### config.mk
export PLATFORM = sky130hd
export DESIGN_NAME = exc_pipe_ctrl_flat
export DESIGN_NICKNAME = d
export VERILOG_FILES = /design/src/rtl/exc_pipe_ctrl_if.sv /design/src/rtl/exc_pipe_ctrl.sv /design/src/flat_wrapper.sv
export SDC_FILE = /design/constraint.sdc
export NUM_CORES = 1
export LEC_CHECK = 0
export ABC_AREA = 1
export CORE_MARGIN = 2
export CORE_UTILIZATION = 30
export DETAILED_ROUTE_END_ITERATION = 8
export HOLD_SLACK_MARGIN = 0.1
export PLACE_DENSITY_LB_ADDON = 0.15
export SLEW_MARGIN = 20
export SYNTH_ARGS = -nofsm -noshare
export SYNTH_HDL_FRONTEND = slang
export SYNTH_SLANG_ARGS = --single-unit
### constraint.sdc
create_clock -name clk -period 4.5 [get_ports clk]
set_input_delay 0.9 -clock clk [delete_from_list [all_inputs] [get_ports clk]]
set_output_delay 0.9 -clock clk [all_outputs]
set_load 0.01 [all_outputs]
### src/rtl/exc_pipe_ctrl_if.sv
// Bundle of pipeline-side signals for the exception controller.
// The core drives through master; the controller connects through slave.
interface exc_pipe_ctrl_if #(
  parameter int N_HWINT = 6
);
  logic                stall;
  logic [31:0]         f_pc;
  logic                d_ri;
  logic                e_ov_arith;
  logic                e_ov_addr;
  logic [31:0]         m_pc;
  logic                m_bd;
  logic [31:0]         m_addr;
  logic [2:0]          m_ldtype;
  logic [3:0]          m_byteen;
  logic                m_eret;
  logic [N_HWINT-1:0]  hw_int;
  logic [N_HWINT-1:0]  im;
  logic                ie;

  logic                exc_take;
  logic [4:0]          exc_code;
  logic [31:0]         redirect_pc;
  logic                flush;
  logic [31:0]         epc;
  logic                bd;
  logic                exl;
  logic [N_HWINT-1:0]  ip;
  logic                exc_in_handler;

  modport master (
    output stall, f_pc, d_ri, e_ov_arith, e_ov_addr, m_pc, m_bd, m_addr,
           m_ldtype, m_byteen, m_eret, hw_int, im, ie,
    input  exc_take, exc_code, redirect_pc, flush, epc, bd, exl, ip,
           exc_in_handler
  );

  modport slave (
    input  stall, f_pc, d_ri, e_ov_arith, e_ov_addr, m_pc, m_bd, m_addr,
           m_ldtype, m_byteen, m_eret, hw_int, im, ie,
    output exc_take, exc_code, redirect_pc, flush, epc, bd, exl, ip,
           exc_in_handler
  );
endinterface

### src/rtl/exc_pipe_ctrl.sv
// Precise exception/interrupt controller: carries ExcCodes F->D->E->M,
// decides at M, and holds EPC/BD/EXL through a NORMAL/HANDLER FSM.
module exc_pipe_ctrl #(
  parameter int          N_HWINT    = 6,
  parameter logic [31:0] DM_TOP     = 32'h3000,
  parameter int          N_DEV      = 2,
  parameter logic [31:0] DEV_BASE   = 32'h7f00,
  parameter logic [31:0] DEV_STRIDE = 32'h10,
  parameter logic [31:0] DEV_SPAN   = 32'd12,
  parameter logic [31:0] DEV_RO_OFF = 32'd8,
  parameter logic [31:0] PC_LO      = 32'h3000,
  parameter logic [31:0] PC_HI      = 32'h6ffc,
  parameter logic [31:0] HANDLER_PC = 32'h4180
) (
  input  logic           clk,
  input  logic           reset,
  exc_pipe_ctrl_if.slave bus
);
  typedef enum logic {S_NORMAL = 1'b0, S_HANDLER = 1'b1} state_t;

  state_t             r_state, w_state_nxt;
  logic [4:0]         r_d_code, r_e_code, r_m_code;
  logic               r_m_ov;
  logic [31:0]        r_epc;
  logic               r_bd;
  logic [N_HWINT-1:0] r_ip;
  logic               r_exc_in_handler;

  logic [4:0]  w_f_code, w_m_code;
  logic        w_is_store, w_access, w_word, w_half, w_misalign;
  logic        w_in_dm, w_in_dev, w_ro_hit, w_mem_fault;
  logic [31:0] w_base, w_off;
  logic        w_int_req, w_take, w_eret_go, w_flush;

  assign w_f_code = ((bus.f_pc[1:0] != 2'b00) || (bus.f_pc < PC_LO) || (bus.f_pc > PC_HI))
                    ? 5'd4 : 5'd0;

  // Access size comes from the store byte-enable count or the load type.
  always_comb begin
    w_is_store = (bus.m_byteen != 4'b0000);
    w_access   = w_is_store || (bus.m_ldtype != 3'b000);
    w_word     = w_is_store ? (bus.m_byteen == 4'b1111) : (bus.m_ldtype == 3'b111);
    w_half     = w_is_store ? ($countones(bus.m_byteen) == 2)
                            : ((bus.m_ldtype == 3'b011) || (bus.m_ldtype == 3'b100));
    w_misalign = (w_word && (bus.m_addr[1:0] != 2'b00)) || (w_half && bus.m_addr[0]);
    w_in_dm    = (bus.m_addr < DM_TOP);
    w_in_dev   = 1'b0;
    w_off      = 32'd0;
    w_base     = 32'd0;
    for (int i = 0; i < N_DEV; i++) begin
      w_base = DEV_BASE + DEV_STRIDE * 32'(i);
      if ((bus.m_addr >= w_base) && (bus.m_addr < w_base + DEV_SPAN)) begin
        w_in_dev = 1'b1;
        w_off    = bus.m_addr - w_base;
      end
    end
    w_ro_hit    = w_in_dev && w_is_store && (w_off[31:2] == DEV_RO_OFF[31:2]);
    w_mem_fault = w_access && (r_m_ov || w_misalign || !(w_in_dm || w_in_dev) ||
                               (w_in_dev && !w_word) || w_ro_hit);
    if (r_m_code != 5'd0)  w_m_code = r_m_code;
    else if (w_mem_fault)  w_m_code = w_is_store ? 5'd5 : 5'd4;
    else                   w_m_code = 5'd0;
  end

  assign w_int_req = (|(r_ip & bus.im)) && bus.ie && (r_state == S_NORMAL);

  always_comb begin
    w_state_nxt = r_state;
    w_take      = 1'b0;
    w_eret_go   = 1'b0;
    case (r_state)
      S_NORMAL: begin
        if (w_int_req || (w_m_code != 5'd0)) begin
          w_take      = 1'b1;
          w_state_nxt = S_HANDLER;
        end
      end
      S_HANDLER: begin
        if (bus.m_eret) begin
          w_eret_go   = 1'b1;
          w_state_nxt = S_NORMAL;
        end
      end
      default: w_state_nxt = S_NORMAL;
    endcase
  end

  assign w_flush = w_take || w_eret_go;

  always_ff @(posedge clk) begin
    if (!reset) begin
      r_state          <= S_NORMAL;
      r_d_code         <= 5'd0;
      r_e_code         <= 5'd0;
      r_m_code         <= 5'd0;
      r_m_ov           <= 1'b0;
      r_epc            <= 32'd0;
      r_bd             <= 1'b0;
      r_ip             <= '0;
      r_exc_in_handler <= 1'b0;
    end else begin
      r_state <= w_state_nxt;
      r_ip    <= bus.hw_int;
      if (w_take) begin
        r_epc <= bus.m_bd ? (bus.m_pc - 32'd4) : bus.m_pc;
        r_bd  <= bus.m_bd;
      end
      if ((r_state == S_HANDLER) && (w_m_code != 5'd0)) r_exc_in_handler <= 1'b1;
      // Flush beats stall: every in-flight code is discarded.
      if (w_flush) begin
        r_d_code <= 5'd0;
        r_e_code <= 5'd0;
        r_m_code <= 5'd0;
        r_m_ov   <= 1'b0;
      end else begin
        if (!bus.stall) r_d_code <= w_f_code;
        if (bus.stall)                r_e_code <= 5'd0;
        else if (r_d_code != 5'd0)    r_e_code <= r_d_code;
        else                          r_e_code <= bus.d_ri ? 5'd10 : 5'd0;
        if (r_e_code != 5'd0)         r_m_code <= r_e_code;
        else                          r_m_code <= bus.e_ov_arith ? 5'd12 : 5'd0;
        r_m_ov <= bus.e_ov_addr;
      end
    end
  end

  assign bus.exc_take       = w_take;
  assign bus.exc_code       = (w_take && !w_int_req) ? w_m_code : 5'd0;
  assign bus.redirect_pc    = w_eret_go ? r_epc : HANDLER_PC;
  assign bus.flush          = w_flush;
  assign bus.epc            = r_epc;
  assign bus.bd             = r_bd;
  assign bus.exl            = (r_state == S_HANDLER);
  assign bus.ip             = r_ip;
  assign bus.exc_in_handler = r_exc_in_handler;
endmodule

### src/flat_wrapper.sv
// flat-port wrapper written by rule: the top's interface ports become plain ports
module exc_pipe_ctrl_flat 
#(
  parameter int          N_HWINT    = 6,
  parameter logic [31:0] DM_TOP     = 32'h3000,
  parameter int          N_DEV      = 2,
  parameter logic [31:0] DEV_BASE   = 32'h7f00,
  parameter logic [31:0] DEV_STRIDE = 32'h10,
  parameter logic [31:0] DEV_SPAN   = 32'd12,
  parameter logic [31:0] DEV_RO_OFF = 32'd8,
  parameter logic [31:0] PC_LO      = 32'h3000,
  parameter logic [31:0] PC_HI      = 32'h6ffc,
  parameter logic [31:0] HANDLER_PC = 32'h4180
)
  (clk, reset, bus_stall, bus_f_pc, bus_d_ri, bus_e_ov_arith, bus_e_ov_addr, bus_m_pc, bus_m_bd, bus_m_addr, bus_m_ldtype, bus_m_byteen, bus_m_eret, bus_hw_int, bus_im, bus_ie, bus_exc_take, bus_exc_code, bus_redirect_pc, bus_flush, bus_epc, bus_bd, bus_exl, bus_ip, bus_exc_in_handler);
  exc_pipe_ctrl_if #(.N_HWINT(N_HWINT)) bus_i ();
  input  logic clk;
  input  logic reset;
  input wire logic [$bits(bus_i.stall)-1:0] bus_stall;
  input wire logic [$bits(bus_i.f_pc)-1:0] bus_f_pc;
  input wire logic [$bits(bus_i.d_ri)-1:0] bus_d_ri;
  input wire logic [$bits(bus_i.e_ov_arith)-1:0] bus_e_ov_arith;
  input wire logic [$bits(bus_i.e_ov_addr)-1:0] bus_e_ov_addr;
  input wire logic [$bits(bus_i.m_pc)-1:0] bus_m_pc;
  input wire logic [$bits(bus_i.m_bd)-1:0] bus_m_bd;
  input wire logic [$bits(bus_i.m_addr)-1:0] bus_m_addr;
  input wire logic [$bits(bus_i.m_ldtype)-1:0] bus_m_ldtype;
  input wire logic [$bits(bus_i.m_byteen)-1:0] bus_m_byteen;
  input wire logic [$bits(bus_i.m_eret)-1:0] bus_m_eret;
  input wire logic [$bits(bus_i.hw_int)-1:0] bus_hw_int;
  input wire logic [$bits(bus_i.im)-1:0] bus_im;
  input wire logic [$bits(bus_i.ie)-1:0] bus_ie;
  output wire logic [$bits(bus_i.exc_take)-1:0] bus_exc_take;
  output wire logic [$bits(bus_i.exc_code)-1:0] bus_exc_code;
  output wire logic [$bits(bus_i.redirect_pc)-1:0] bus_redirect_pc;
  output wire logic [$bits(bus_i.flush)-1:0] bus_flush;
  output wire logic [$bits(bus_i.epc)-1:0] bus_epc;
  output wire logic [$bits(bus_i.bd)-1:0] bus_bd;
  output wire logic [$bits(bus_i.exl)-1:0] bus_exl;
  output wire logic [$bits(bus_i.ip)-1:0] bus_ip;
  output wire logic [$bits(bus_i.exc_in_handler)-1:0] bus_exc_in_handler;
  assign bus_i.stall = bus_stall;
  assign bus_i.f_pc = bus_f_pc;
  assign bus_i.d_ri = bus_d_ri;
  assign bus_i.e_ov_arith = bus_e_ov_arith;
  assign bus_i.e_ov_addr = bus_e_ov_addr;
  assign bus_i.m_pc = bus_m_pc;
  assign bus_i.m_bd = bus_m_bd;
  assign bus_i.m_addr = bus_m_addr;
  assign bus_i.m_ldtype = bus_m_ldtype;
  assign bus_i.m_byteen = bus_m_byteen;
  assign bus_i.m_eret = bus_m_eret;
  assign bus_i.hw_int = bus_hw_int;
  assign bus_i.im = bus_im;
  assign bus_i.ie = bus_ie;
  assign bus_exc_take = bus_i.exc_take;
  assign bus_exc_code = bus_i.exc_code;
  assign bus_redirect_pc = bus_i.redirect_pc;
  assign bus_flush = bus_i.flush;
  assign bus_epc = bus_i.epc;
  assign bus_bd = bus_i.bd;
  assign bus_exl = bus_i.exl;
  assign bus_ip = bus_i.ip;
  assign bus_exc_in_handler = bus_i.exc_in_handler;
  exc_pipe_ctrl #(.N_HWINT(N_HWINT), .DM_TOP(DM_TOP), .N_DEV(N_DEV), .DEV_BASE(DEV_BASE), .DEV_STRIDE(DEV_STRIDE), .DEV_SPAN(DEV_SPAN), .DEV_RO_OFF(DEV_RO_OFF), .PC_LO(PC_LO), .PC_HI(PC_HI), .HANDLER_PC(HANDLER_PC)) u_core (.clk(clk), .reset(reset), .bus(bus_i));
endmodule
==> flow_summary.yaml <==
outcome:
  outcome: "finished clean"
setup_path:
  cp_top_family: "adder cells"
  start_kind: "primary input"
  endpoint_kind: "output pin"
  arrival_ps: 3390
  worst-path-buf-inv: 5
  crit_slowest_cell: "fa_1"
  crit_type: "primary input to output pin"
  critPathRequiredTime_ps: 3600
  critPathMaxFanout: 4
  crit_chain: "dlygate4sd2_1 -> inv_1 -> ha_1 -> ha_1 -> inv_1 -> fa_1 -> nor2_1 -> a21oi_1 -> a211oi_1 -> nor3_1 -> o21ai_2 -> a21oi_2 -> nand2_1 -> nand2_2 -> nand3_4 -> nand2_4 -> inv_2 -> nand2_1 -> nor2_1 -> clkdlybuf4s15_2"
  slowest_delay_ps: 410
synth:
  synth_top_cells_by_area: "dfxtp_1, nor2_1, nand2_1, inv_1, nand3_1"
  postSynthAreaPerCell_um2: 6.153
  synth-edff-count: 0
  yosys_warnings: 0
  ys_top_cells_by_count: "nor2_1, nand2_1, inv_1"
  yosys_most_used_dff: "dfxtp_1"
  ys_seq_area_frac: 0.2373
  synth_top_area_cell: "dfxtp_1"
  synth.distinct_cells: 43
  syn_nets: 794
  synth_top_cell_area_share: 0.2373
  post-synth-top-count-cell: "nor2_1"
  synthCells: 658
  synth-seq-cells: 48
  syn_area_um2: 4049
  async_flop_share: 0
clock_network:
  cts_tree: "built"
  clockBufferDepth: 2
  cts-root-buf: "clkbuf_16"
  path_clk_slew_ps: 60
  clkLatencyLatePin_ps: 290
  cts_sinks: 48
  htreeDepth: 2
  cts_buffers: 5
power_and_ir_drop:
  power.leakage_nw: 2.886
  max-vdd-ir-drop_mv: 0.1537
  power_mw: 1.568
  p_per_area_nw_per_um2: 239.8
floorplanning:
  num_rows: 42
  core_area_um2: 13190
  fp.dieW_um: 120.2
  pin_count: 204
  initial_core_util: 0.3070
  die-area_um2: 14440
  die_h_um: 120.2
global_route:
  antenna_found_initial: 0
  grt_max_degree: 69
  overflow: 0
  grt_pass1_vias: 4565
  grt.total_usage: 0.1814
  grt_pass1_wl_um: 21510
timing:
  layout_worst_path_cycle_share: 0.9523
  setup_viol: 0
  final-hold-violation-count: 0
  slew_viol_final: 0
  worst_slew_pin_slew_ps: 898.0
  max_freq_mhz: 233.3
  worst_clock_skew_ps: 8.344
  rsz0062_at_grt: "false"
  finalCriticalPeriod_ps: 4285
  slew_headroom: 0.4013
  setup_tns_ps: 0
finish:
  drive_above_1_share: 0.1229
  areaGrowthSynthToFinish_pct: 61.46
  layout.nets: 1014
  utilization: 0.4956
  antennaDiodeCount: 0
  layoutNonFillerInstCount: 1055
detailed_routing:
  drt-vias-per-instance: 4.527
  drt_first_pass_iters: 4
  wire_per_inst_um: 12.69
  drc: 0
  drt_iter0_markers: 288
  drt-total-wl_um: 13390
  num_vias: 4776
  drtAntennaViolNets: 0
place:
  globalplace.congestion: 0.8719
  io_buffers: 202
  placed_cells: 1045
  hpwl_um: 10680
flow_run:
  cap_violations: 0
min_path:
  hp-class: "flip-flop to flip-flop"
==> flip-flops by register name, summed over array words and instances, names as in the netlist <==
signal	count
u_core.bus.ip	6
u_core.r_d_code	1
u_core.r_m_ov	1
u_core.r_e_code	2
u_core.bus.exl	1
u_core.bus.bd	1
u_core.bus.exc_in_handler	1
u_core.bus.epc	32
u_core.r_m_code	3
==> cell type report <==
class,count,area [um2]
sequential,48,960.9
fill,1330,6653
clock buffer,5,125.1
multi-input combinational,482,2561
clock inverter,3,21.27
timing repair buffer,236,2255
tap,176,220.2
inverter,105,394.1
==> through the flow <==
step                      setup WS, ps  instance area [um2]  hold WS, ps
after floorplan                  577.7                 4049        430.2
after global placement          -463.7                 6366        437.3
after detailed placement        -499.2                 6366        449.7
after CTS                        105.1                 6507        459.6
after global routing             2.557                 6538        479.8
final                            214.5                 6538        456.3
==> path summary, 6_finish.rpt <==
path	startpoint	to	slack [ps]	cells past startpoint
max	bus_m_byteen[2]	bus_exc_code[2]	210	20
min	u_core.r_d_code[2]	u_core.r_e_code[2]	460	2
max reg2reg	u_core.bus.ip[2]	u_core.bus.epc[28]	2070	10
min reg2reg	u_core.r_d_code[2]	u_core.r_e_code[2]	460	2
==> layout by cell type (no fill, tap or decap), types with 2 or more instances in the layout <==
cell type,n
dfxtp_1,48
nor4_1,6
a21oi_1,25
xor2_1,18
or2_2,4
nand2_2,4
inv_2,6
dlygate4sd2_1,4
clkbuf_16,5
nand3_1,50
dlymetal6s2s_1,2
nor3_1,16
nand2_4,3
inv_1,98
o21ai_0,7
nand3_2,12
nand2_1,111
buf_4,34
nor2_1,148
clkdlybuf4s15_2,2
nand4_1,13
ha_1,9
buf_2,5
nor2_2,5
clkdlybuf4s50_1,189
xnor2_1,13
a21oi_2,21
==> cells by family (layout without fill, tap and decap cells) <==
kind of cell               Yosys count  count (layout)  synth area share
DFF                                 48              48            0.2373
buffers and inverters              128             349            0.1369
adders and majority gates           12              12           0.03894
AOI/OAI and AO/OA                   62              62            0.1029
other                                1               1         0.0009262
and+or+nand+nor                    376             376            0.4159
xor gates and xnor gates            31              31           0.06706
==> what timing repair did <==
item | CTS | global route
hold buffers | 0 | 0
endpoints found under the setup margin | 6 | 6
buffers inserted | 1 | 1
pin swaps | 5 | 4
resized for setup | 30 | 6
==> tightest hold or removal path, delay by kind of cell (launching register included) <==
family / cells / cell delay, ps
DFF: 1 / 320
and+or+nand+nor: 2 / 100
==> report_power, final <==
part	switching, mW	internal [mW]	total (mW)
registers	0.0460	0.480	0.526
clock network	0.174	0.207	0.382
logic	0.314	0.346	0.660
==> routing by layer <==
| layer | up-vias | GRT usage | share of wire |
|---|---|---|---|
| met5 | - | 0 | 0 |
| met4 | 0 | 0.05000 | 0.019 |
| met3 | 18 | 0.02877 | 0.054 |
| met2 | 137 | 0.3210 | 0.48 |
| met1 | 2125 | 0.2274 | 0.45 |
| li1 | 2496 | - | - |
Note: power is estimated with default switching activity, not from simulation.
==> edit 1, RTL diff (same settings) <==
Register the output `bus.redirect_pc`; this adds one clock of latency there.
--- a/src/rtl/exc_pipe_ctrl.sv
+++ b/src/rtl/exc_pipe_ctrl.sv
@@ -126,7 +126,9 @@
 
   assign bus.exc_take       = w_take;
   assign bus.exc_code       = (w_take && !w_int_req) ? w_m_code : 5'd0;
-  assign bus.redirect_pc    = w_eret_go ? r_epc : HANDLER_PC;
+  always_ff @(posedge clk) begin
+    bus.redirect_pc <= w_eret_go ? r_epc : HANDLER_PC;
+  end
   assign bus.flush          = w_flush;
   assign bus.epc            = r_epc;
   assign bus.bd             = r_bd;
Function: changed (a bounded check fails within 4 cycles, from zero or initial values and one cycle with reset low).
==> edit 1 against the original RTL <==
Cell area grew 4.6%; setup slack gained 0.057 ns; core utilization decreased by 2.0 points; synthesized cell count fell by 1.5%; wire length fell by 1.6%; synthesized area increased by 7.8%; global-route usage is 0.87 points lower; sequential cell count increased by 32; clock power increased by 95%; maximum frequency rose by 1.3%; power increased by 40%; largest power group is now sequential cells.
==> edit 1: results (changes against the original RTL) <==
----------------------------------------------------
[STA]
  Worst Tran Pin Value ... 0.8451 ns (-0.05293 ns)
  Shortest clock period the worst path allows after layout ... 4.229 ns (-0.05672 ns)
  Worst hold slack ... 0.4447 ns (-0.01160 ns)

[Placed design]
  Placed insts ... 1020 (-2.4%)
  Number of buffers added on ports ... 192 (-5.0%)
  Post-DP Area ... 6521 µm² (+2.4%)

[Route]
  Detailed Routing Iterations Pass 1 ... 5 (+1)
  Final wirelength ... 13180 µm (-1.6%)
  Per-cell routed wire length ... 12.73 µm (+0.31%)
  Ratio of routed vias to standard cells ... 4.359 (-3.7%)
  First DRT Iteration DRCs ... 190 (-34%)

[Synthesis]
  Number of instances in the synthesized netlist ... 648 (-1.5%)
  Number of nets in the synthesized netlist ... 784 (-1.3%)
  Dominant cells by area after synthesis ... dfxtp_1 37%, nor2_1 12%, nand2_1 10%
  Commonest cells in the synthesized netlist ... 141 x nor2_1, 121 x nand2_1, 102 x inv_1, 80 x dfxtp_1, 25 x nand3_1
  Compound-cell area share of the yosys netlist ... 4.845% (-5.4 points)

[Global route]
  Largest net degree at the start of global routing ... 43 (-38%)
  GR Layer Usage met1 ... 21.82% (-0.92 points)
  Via count of the first global-routing pass ... 4494 (-1.6%)
  All-layer global routing usage ... 17.27% (-0.87 points)

[Setup path]
  Worst-path fanout max ... 2 (-2)
  R2r worst-path depth ... 11 (+1)
  Arrival time at the worst endpoint ... 3.33 ns (-0.06 ns)

[Hold path]
  WHS Endpoint ... u_core.bus.redirect_pc[6]
  Worst min-delay path startpoint ... u_core.bus.epc[6]

[Clocking]
  H-tree depth ... 3 (+1)

[Final layout]
  Number of fill cells in the layout ... 1433 (+7.7%)

[Status]
  Outcome ... complete, no violations

----------------------------------------------------
edit 1: final cells by class:
type	instances	area share, %
clock buffer	13	3.952
sequential	80	23.42
clock inverter	2	0.5489
tap	184	3.367
timing repair buffer	208	29.37
inverter	105	5.801
multi-input combinational	443	33.54
edit 1: critical path, cell delays in order:
cell and delay [ns]:
dlygate4sd2_1 0.21, inv_1 0.05, ha_1 0.28, ha_1 0.19, inv_1 0.06, fa_1 0.43, nor3b_2 0.17, o21ai_1 0.07
nor2_1 0.11, a211oi_2 0.05, nand2_1 0.09, nor2_2 0.04, nand2_1 0.07, nand2_2 0.07, buf_4 0.14, inv_1 0.08
nor2_1 0.05, nor2_1 0.12, buf_2 0.15
edit 1: report_power, final:
group	total (µW)	internal (µW)	switching, µW
Sequential	820	779	40.5
Combinational	627	319	308
Clock	743	472	271
Total	2190	1570	620
edit 1: what timing repair did:
item / CTS / global route
resized for setup: 34 / 6
pin swaps: 6 / 7
endpoints found under the setup margin: 6 / 6
setup buffers: 0 / 0
==> edit 2, RTL diff (same flow settings) <==
Made on the original files. `N_DEV` is set to 2 in 2 places; all go to 1.
--- a/src/rtl/exc_pipe_ctrl.sv
+++ b/src/rtl/exc_pipe_ctrl.sv
@@ -3,7 +3,7 @@
 module exc_pipe_ctrl #(
   parameter int          N_HWINT    = 6,
   parameter logic [31:0] DM_TOP     = 32'h3000,
-  parameter int          N_DEV      = 2,
+  parameter int          N_DEV      = 1,
   parameter logic [31:0] DEV_BASE   = 32'h7f00,
   parameter logic [31:0] DEV_STRIDE = 32'h10,
   parameter logic [31:0] DEV_SPAN   = 32'd12,
--- a/src/flat_wrapper.sv
+++ b/src/flat_wrapper.sv
@@ -3,7 +3,7 @@
 #(
   parameter int          N_HWINT    = 6,
   parameter logic [31:0] DM_TOP     = 32'h3000,
-  parameter int          N_DEV      = 2,
+  parameter int          N_DEV      = 1,
   parameter logic [31:0] DEV_BASE   = 32'h7f00,
   parameter logic [31:0] DEV_STRIDE = 32'h10,
   parameter logic [31:0] DEV_SPAN   = 32'd12,
Check against the original RTL: not equivalent (Yosys sat finds a counterexample within 4 cycles, from zero or initial values and one cycle with reset low).
==> edit 2 against the original RTL <==
Synthesized area is 16% lower; setup slack better by 0.054 ns; sequential cell count stayed put; wire length is 17% lower; cell area is 12% lower; sequential power hardly changed; core utilization is 2.8 points higher; power is 3.6% higher; via count is 18% lower; largest power group unchanged.
==> edit 2: results (changes against the original RTL) <==
----------------------------------------------------
[Final layout]
  Proportion of layout cells with a drive suffix above 1 ... 9.536% (-2.8 points)
  Number of signal-net inverters in the final layout ... 83 (-21%)
  Comb_multi_in ... 405 (-16%)
  Non-clock buffering overhead ... 35.27% (+0.78 points)
  Number of fill cells in the layout ... 1118 (-16%)
  Fin nets ... 887 (-13%)
  Clock network area share ... 3.370% (+1.1 points)

[STA]
  Worst Tran Pin Value ... 0.5919 ns (-0.3061 ns)
  Worst Skew ... 0.006740 ns (-0.001604 ns)
  Worst hold slack ... 0.4550 ns (-0.001275 ns)

[Hold path]
  WHS Endpoint ... u_core.r_m_code[1]
  Worst min-delay path startpoint ... u_core.r_e_code[1]

[Status]
  Outcome ... complete, no violations

[Route]
  Final wirelength ... 11120 µm (-17%)
  Detailed-routing wirelength on met1 ... 5091 µm (-15%)
  Wire length on met3 ... 560 µm (-22%)
  Routed wl met2 ... 5375 µm (-17%)

[Pwr]
  Largest voltage drop on the vdd net ... 0.1873 mV (+22%)
  Cell leakage power ... 0.002587 µW (-10%)

[Setup path]
  Source of the worst register-to-register timing path ... u_core.bus.exl
  Critical path's largest stage delay ... 0.50 ns (+0.09 ns)
  Worst-path fanout max ... 2 (-2)
  Register-to-register setup slack ... 2.52 ns (+0.45 ns)
  Arrival time at the worst endpoint ... 3.33 ns (-0.06 ns)

[Placed design]
  Worst setup slack after placement ... -0.4585 ns (+0.04066 ns)
  Number of buffers added on ports ... 192 (-5.0%)
  Placed wire-length estimate after detailed placement ... 9150 µm (-14%)

[Synthesis]
  Number of nets in the synthesized netlist ... 687 (-13%)
  Dominant cells by area after synthesis ... dfxtp_1 28%, nor2_1 17%, nand2_1 12%
  Commonest cells in the synthesized netlist ... 151 x nor2_1, 106 x nand2_1, 80 x inv_1, 48 x dfxtp_1, 43 x nand3_1

[Global route]
  Largest net degree at the start of global routing ... 42 (-39%)
  GRT met2 Usage ... 31.82% (-0.28 points)
  GR Layer Usage met1 ... 22.90% (+0.15 points)
  Met3 track demand over resource ... 2.788% (-0.089 points)
  First-pass GRT wire length ... 18460 µm (-14%)

----------------------------------------------------
-- edit 2: changes by cell type after synthesis, sizes merged, moves of 6 or more --
| cell | delta |
|---|---|
| a21oi | -40 |
| inv | -21 |
| nand3 | -16 |
| nand4 | -9 |
| nor3 | -9 |
| nor2 | +7 |
| o21ai | -6 |
-- edit 2: kinds of logic after synthesis --
group / count (synthesis) / synth area share (%)
adder cells (fa/ha/maj): 9 / 3.515
flip-flops: 48 / 28.12
buffers and inverters: 101 / 11.75
XOR/XNOR: 29 / 7.433
other: 1 / 0.1097
AO/OA/AOI/OAI: 12 / 2.087
AND/OR/NAND/NOR: 354 / 46.98
-- edit 2: repair_timing --
| item | 4_1_cts | 5_1_grt |
|---|---|---|
| gates resized for setup | 19 | 14 |
| pin swaps | 6 | 9 |
| setup endpoints to repair | 6 | 4 |
| buffers inserted | 6 | 1 |
-- edit 2: power by group --
group,internal (µW),switching (µW)
registers,483,45.7
logic,318,290
clock network,320,167
total,1120,503
-- edit 2: through the flow --
stage	setup TNS (ns)	area (µm²)	util [%]	cells
6_report	0	5754	52.39	895
5_1_grt	0	5754	52.39	895
4_1_cts	0	5743	52.29	894
3_5_place_dp	-2.240	5514	50.21	880
3_3_place_gp	-1.972	5514	50.21	880
2_1_floorplan	0	3417	-	554
-- edit 2: worst max-delay path by stage --
stage / from / endpoint / slack (ns) / depth (start not counted)
after global placement: bus_m_byteen[2] / bus_exc_code[0] / -0.40 / 20
after CTS: bus_m_byteen[2] / bus_exc_code[2] / 0.11 / 22
final: bus_m_byteen[3] / bus_exc_code[2] / 0.27 / 20
after detailed placement: bus_m_byteen[2] / bus_exc_code[2] / -0.46 / 20
after global routing: bus_m_byteen[3] / bus_exc_code[2] / 0.05 / 22
after floorplan: bus_m_byteen[2] / bus_exc_code[0] / 0.72 / 18
